**src/rtl/stream_mux_pkg.sv**
```systemverilog
// Shared types and constants for the streaming multiplexer/arbiter.
package stream_mux_pkg;

    typedef enum logic {
        ST_IDLE   = 1'b0,
        ST_LOCKED = 1'b1
    } state_e;

    localparam logic MODE_SELECT = 1'b0;
    localparam logic MODE_RR     = 1'b1;

endpackage

```
**src/rtl/stream_mux_arb_rr_arbiter.sv**
```systemverilog
// Rotate-priority search: the first requester after ptr (wrapping) wins.
module rr_arbiter
    import stream_mux_pkg::*;
#(
    parameter  int NUM_CH = 8,
    localparam int CH_W   = $clog2(NUM_CH)
) (
    input  logic [NUM_CH-1:0] req,
    input  logic [CH_W-1:0]   ptr,
    output logic              gnt_valid,
    output logic [CH_W-1:0]   gnt_idx
);

    logic [CH_W-1:0] cand;

    always_comb begin
        gnt_valid = 1'b0;
        gnt_idx   = '0;
        cand      = '0;
        for (int k = 1; k <= NUM_CH; k++) begin
            cand = CH_W'((int'(ptr) + k) % NUM_CH);
            if (!gnt_valid && req[cand]) begin
                gnt_valid = 1'b1;
                gnt_idx   = cand;
            end
        end
    end

endmodule

```
**src/rtl/stream_mux_arb.sv**
```systemverilog
// N-channel valid/ready stream mux with packet locking and select or round-robin arbitration.
//   state     | meaning
//   ST_IDLE   | between packets; grant from sel or round-robin search
//   ST_LOCKED | mid-packet; only lock_ch_q may transfer until its last beat
module stream_mux_arb
    import stream_mux_pkg::*;
#(
    parameter  int NUM_CH = 8,
    parameter  int DATA_W = 8,
    localparam int CH_W   = $clog2(NUM_CH)
) (
    input  logic                     clk,
    input  logic                     rst,
    input  logic                     mode,
    input  logic [CH_W-1:0]          sel,
    input  logic [NUM_CH-1:0]        in_valid,
    input  logic [NUM_CH*DATA_W-1:0] in_data,
    input  logic [NUM_CH-1:0]        in_last,
    output logic [NUM_CH-1:0]        in_ready,
    output logic                     out_valid,
    output logic [DATA_W-1:0]        out_data,
    output logic [CH_W-1:0]          out_ch,
    output logic                     out_last,
    input  logic                     out_ready
);

    state_e              state_q, state_d;
    logic [CH_W-1:0]     lock_ch_q, lock_ch_d;
    logic [CH_W-1:0]     rr_ptr_q, rr_ptr_d;
    logic                out_valid_q, out_valid_d;
    logic [DATA_W-1:0]   out_data_q, out_data_d;
    logic [CH_W-1:0]     out_ch_q, out_ch_d;
    logic                out_last_q, out_last_d;

    logic                load_en;
    logic                rr_gnt_valid;
    logic [CH_W-1:0]     rr_gnt_idx;
    logic                gnt_valid;
    logic [CH_W-1:0]     gnt_idx;
    logic [NUM_CH-1:0]   ready_vec;
    logic                accept;
    logic [DATA_W-1:0]   acc_data;
    logic                acc_last;
    logic [31:0]         sel_ext;

    assign load_en = !out_valid_q || out_ready;
    assign sel_ext = 32'(sel);

    rr_arbiter #(
        .NUM_CH(NUM_CH)
    ) u_rr_arbiter (
        .req      (in_valid),
        .ptr      (rr_ptr_q),
        .gnt_valid(rr_gnt_valid),
        .gnt_idx  (rr_gnt_idx)
    );

    // A held lock overrides both mode and sel.
    always_comb begin
        gnt_valid = 1'b0;
        gnt_idx   = '0;
        if (state_q == ST_LOCKED) begin
            gnt_valid = 1'b1;
            gnt_idx   = lock_ch_q;
        end else if (mode == MODE_SELECT) begin
            gnt_valid = (sel_ext < 32'(NUM_CH));
            gnt_idx   = sel;
        end else begin
            gnt_valid = rr_gnt_valid;
            gnt_idx   = rr_gnt_idx;
        end
    end

    always_comb begin
        ready_vec = '0;
        acc_data  = '0;
        acc_last  = 1'b0;
        for (int i = 0; i < NUM_CH; i++) begin
            if (!rst && load_en && gnt_valid && (gnt_idx == CH_W'(i)) && in_valid[i]) begin
                ready_vec[i] = 1'b1;
                acc_data     = in_data[i*DATA_W +: DATA_W];
                acc_last     = in_last[i];
            end
        end
    end

    assign accept   = |ready_vec;
    assign in_ready = ready_vec;

    // Pointer moves only on a packet's final beat, so fairness is per packet.
    always_comb begin
        state_d   = state_q;
        lock_ch_d = lock_ch_q;
        rr_ptr_d  = rr_ptr_q;
        if (accept) begin
            if (acc_last) begin
                state_d  = ST_IDLE;
                rr_ptr_d = gnt_idx;
            end else begin
                state_d   = ST_LOCKED;
                lock_ch_d = gnt_idx;
            end
        end
    end

    always_comb begin
        out_valid_d = out_valid_q;
        out_data_d  = out_data_q;
        out_ch_d    = out_ch_q;
        out_last_d  = out_last_q;
        if (accept) begin
            out_valid_d = 1'b1;
            out_data_d  = acc_data;
            out_ch_d    = gnt_idx;
            out_last_d  = acc_last;
        end else if (out_ready) begin
            out_valid_d = 1'b0;
        end
    end

    always_ff @(posedge clk) begin
        if (rst) begin
            state_q     <= ST_IDLE;
            lock_ch_q   <= '0;
            rr_ptr_q    <= CH_W'(NUM_CH - 1);
            out_valid_q <= 1'b0;
            out_data_q  <= '0;
            out_ch_q    <= '0;
            out_last_q  <= 1'b0;
        end else begin
            state_q     <= state_d;
            lock_ch_q   <= lock_ch_d;
            rr_ptr_q    <= rr_ptr_d;
            out_valid_q <= out_valid_d;
            out_data_q  <= out_data_d;
            out_ch_q    <= out_ch_d;
            out_last_q  <= out_last_d;
        end
    end

    assign out_valid = out_valid_q;
    assign out_data  = out_data_q;
    assign out_ch    = out_ch_q;
    assign out_last  = out_last_q;

endmodule
```
**config.mk**
```make
export PLATFORM = sky130hd
export DESIGN_NAME = stream_mux_arb
export DESIGN_NICKNAME = d
export VERILOG_FILES = /design/src/rtl/stream_mux_pkg.sv /design/src/rtl/stream_mux_arb_rr_arbiter.sv /design/src/rtl/stream_mux_arb.sv
export SDC_FILE = /design/constraint.sdc
export NUM_CORES = 1
export LEC_CHECK = 0
export CAP_MARGIN = 20
export CORE_MARGIN = 4
export CORE_UTILIZATION = 30
export DETAILED_ROUTE_END_ITERATION = 10
export PLACE_DENSITY = 0.67
export RECOVER_POWER = 25
export SKIP_LAST_GASP = 1
export SLEW_MARGIN = 20
export SYNTH_ARGS = -nofsm -noshare
export SYNTH_HDL_FRONTEND = slang
export SYNTH_SLANG_ARGS = --single-unit
```
**constraint.sdc**
```tcl
create_clock -name clk -period 13.2 [get_ports clk]
set_input_delay 2.64 -clock clk [delete_from_list [all_inputs] [get_ports clk]]
set_output_delay 2.64 -clock clk [all_outputs]
set_load 0.02 [all_outputs]
```
==> results by group <==
Clocking
  – Worst-path clk slew: approximately 0.07 ns
  – Cts hold-fix bufs: 0
  – Post-cts sizing count: 0
  – CTS Buf Count: 3
  – CTS Buffer Depth: 2
  – H-tree depth: 1
  – Clk Latency, worst-skew pair: approximately 0.25 ns
  – TritonCTS clock tree: done
  – Post-CTS setup buffers: 0
  – Root cell of the clock tree: clkbuf_8
  – Clk sink count: 20

STA
  – Final Cycle Share: 0.726
  – Slew at the pin with the worst max-slew slack: just under 1 ns
  – Hold Vio Cnt, Final: 0
  – F_max: between 0.1 and 0.15 GHz
  – Slew HR: 0.356
  – TNS Setup: 0 ns
  – RSZ-0062 raised after global routing: no
  – Final clock skew: 0.00551 ns
  – Final setup violation count: 0
  – Fin. max-slew vios: 0
  – Final worst path period need: 9.58 ns
  – Hold_ws: between 0.4 and 0.5 ns

Power
  – Leakage power: about 1.4 nW
  – Pwr dens: roughly 260 mW/mm^2
  – Logic pwr share: 0.838
  – Switching share of power: 0.531
  – Internal: approximately 0.00049 W
  – Worst vdd ir: about 0.00015 V
  – Sequential share of power: 0.104
  – Clock share of power: 0.058
  – NetSw: between 0.0005 and 0.0006 W

Final layout
  – Area Growth Syn to Fin: 41.3%
  – Diode count: 0
  – Most common cell after layout, fill and taps aside: clkdlybuf4s50_1
  – Commonest cells after routing, fill and taps aside: clkdlybuf4s50_1 (97), nand2_1 (24), a21oi_1 (20), dfxtp_1 (20), nor2_1 (19)
  – Nets: roughly 500
  – Share of cells above drive strength 1: 0.149

Synth
  – Sequential area share after synthesis: 0.144
  – Synth top area cells: dfxtp_1 (14%), mux4_2 (8.9%), mux2i_1 (4.7%)
  – XOR/XNOR Fraction of Synth Area: 0.0148
  – Top-area cell type share of the netlist area: 0.144
  – Yosys top cell by area: dfxtp_1
  – Asr flop ratio synth: 0
  – Synth warn: 0
  – Complex-gate fraction of the synthesized area: 0.382
  – Syn avg cell area: between 8 and 9 sq um
  – Net Count, Synth: slightly above 400
  – Distinct cells, synth: 80
  – Mux share of post-synthesis cell area: 0.179
  – Post-Synth Adder-Cell Area: 0.00899
  – Number of synthesized flops with an enable pin: 0
  – Syn Std Cell Area: ~0.0028 sq mm
  – Cells after Synth: around 320
  – Synth Register Bits: 20
  – Most used DFF post-synth: dfxtp_1
  – Post-synthesis simple-gate area fraction: 0.196
  – Largest family of logic cells by synthesized area: compound AO/OA/AOI/OAI gates

Setup path
  – WP data required: roughly 11 ns
  – CP Capture Type: primary output
  – Crit path kind: in2out
  – Critical path peak fanout: 12
  – Highest-delay cell along the critical path: clkdlybuf4s50_1
  – Worst path max stage delay: 0.63 ns
  – Startpoint Class: input port
  – Worst EP arrival: 6.94 ns
  – CP Launch Point: in_valid[3]
  – Reg2reg start: rr_ptr_q[1]
  – Crit-path cells: clkdlybuf4s50_1 > mux2_1 > nor3_1 > a221oi_2 > or4b_4 > o21ai_2 > nor4_4 > o21ai_2 > or2_1 > clkinv_1 > clkdlybuf4s50_1

Placement
  – GPL Wtd Cong: around 0.95
  – Post-DP HPWL: about 8.4 mm
  – Port bufs: about 110

Detailed routing
  – DR DRC count: 0
  – Via density: between 5 and 6
  – Vias: ~3,100
  – Iter 0 DRT Violations: 268
  – Routed WL: 10.2 mm
  – Routed len/inst: 19.7 um
  – Router iterations before antenna repair: 5
  – Final ANT Viol Nets: 0

Floorplan
  – CORE AREA: 0.00889 sq mm
  – Num ports: approximately 110
  – Starting Density: 0.313
  – Die width: around 100 um
  – Row count: 34
  – Die Ht: roughly 100 um
  – Die area: between 0.01 and 0.015 sq mm

Hold path
  – HP Class: reg2reg
  – Min-delay src: out_data[7]

GRT
  – Vias in the first global route: ~3,000
  – Total GRT Usage: 0.177
  – Initial antenna violation count: 0
  – Total grt overflow: 0
  – Pin count of the biggest net entering global routing: 23
  – First-pass GRT wire length: ~16 mm

Outcome
  – Status: finished clean

Flow run
  – Max cap viols: 0
[through the flow]
stage | power, W | setup slack, ns | cells | area (sq um) | util
detailed placement | 0.000976 | 3.64 | 513 | 3860 | 0.434
global placement | 0.000968 | 3.79 | 513 | 3860 | 0.434
global route | 0.00111 | 3.36 | 517 | 3930 | 0.442
floorplan | 0.000793 | 5.40 | 317 | 2780 | -
finish | 0.00104 | 3.62 | 517 | 3930 | 0.442
CTS | 0.00104 | 3.63 | 517 | 3930 | 0.442
[layer usage]
| layer | part of all wire | wire [um] | global-route usage |
|---|---|---|---|
| met2 | 0.51 | 5190 | 0.300 |
| met1 | 0.41 | 4210 | 0.236 |
| met4 | 0.021 | 211 | 0.0503 |
| met5 | 0 | 0 | 0 |
| met3 | 0.055 | 563 | 0.0192 |
[cells by family after synthesis]
kind of cell    after synthesis
xor+xnor                      3
buf+inv                      37
flops                        20
mux                          33
simple gates                 96
fa+ha+maj                     2
compound gates              126
[power by group through the flow]
stage | logic [W] | registers (W) | clock network [W]
after floorplan | 0.000672 | 0.000121 | 0
after global placement | 0.000858 | 0.000110 | 0
after detailed placement | 0.000866 | 0.000110 | 0
after CTS | 0.000870 | 0.000109 | 0.0000614
after global routing | 0.000938 | 0.000112 | 0.0000636
final | 0.000872 | 0.000109 | 0.0000600
[path summary, 6_finish.rpt]
| kind | endpoint | slack, ns | cells past startpoint |
|---|---|---|---|
| setup / recovery | in_ready[6] | 3.62 | 11 |
| hold / removal | out_data[7] | 0.46 | 2 |
| setup reg to reg | out_data[1] | 6.75 | 14 |
| hold reg to reg | out_data[7] | 0.46 | 2 |
[cell type report]
class | instances | area (sq um)
Clock inverter | 1 | 30.0
Timing Repair Buffer | 109 | 1090
Tap cell | 108 | 135
Multi-Input combinational cell | 260 | 2170
Clock buffer | 3 | 41.3
Inverter | 16 | 65.1
Sequential cell | 20 | 400
Fill cell | 853 | 4960
[registers in the layout (all words and copies together), names as in the netlist]
| name | cells |
|---|---|
| out_data | 8 |
| lock_ch_q | 3 |
| out_ch | 3 |
| rr_ptr_q | 3 |
| out_last | 1 |
| out_valid | 1 |
| state_q | 1 |
[worst max-delay path: cells and delay by family]
family / cells / cell delay, ns
mux: 1 / 0.41
compound gates: 3 / 0.91
simple gates: 4 / 1.45
buf+inv: 3 / 1.52
[cell usage after synthesis (7+ instances only)]
cell type and number:
buf_6 7, buf_2 7, a221oi_1 8, a21oi_1 20, inv_1 12, mux2i_1 13
dfxtp_1 20, nor2_1 19, nand2_1 24, nor3_1 7, mux4_2 11, nand3_1 14
a21o_1 7, o21ai_1 7
No activity file was read; power rests on OpenSTA's default activity.
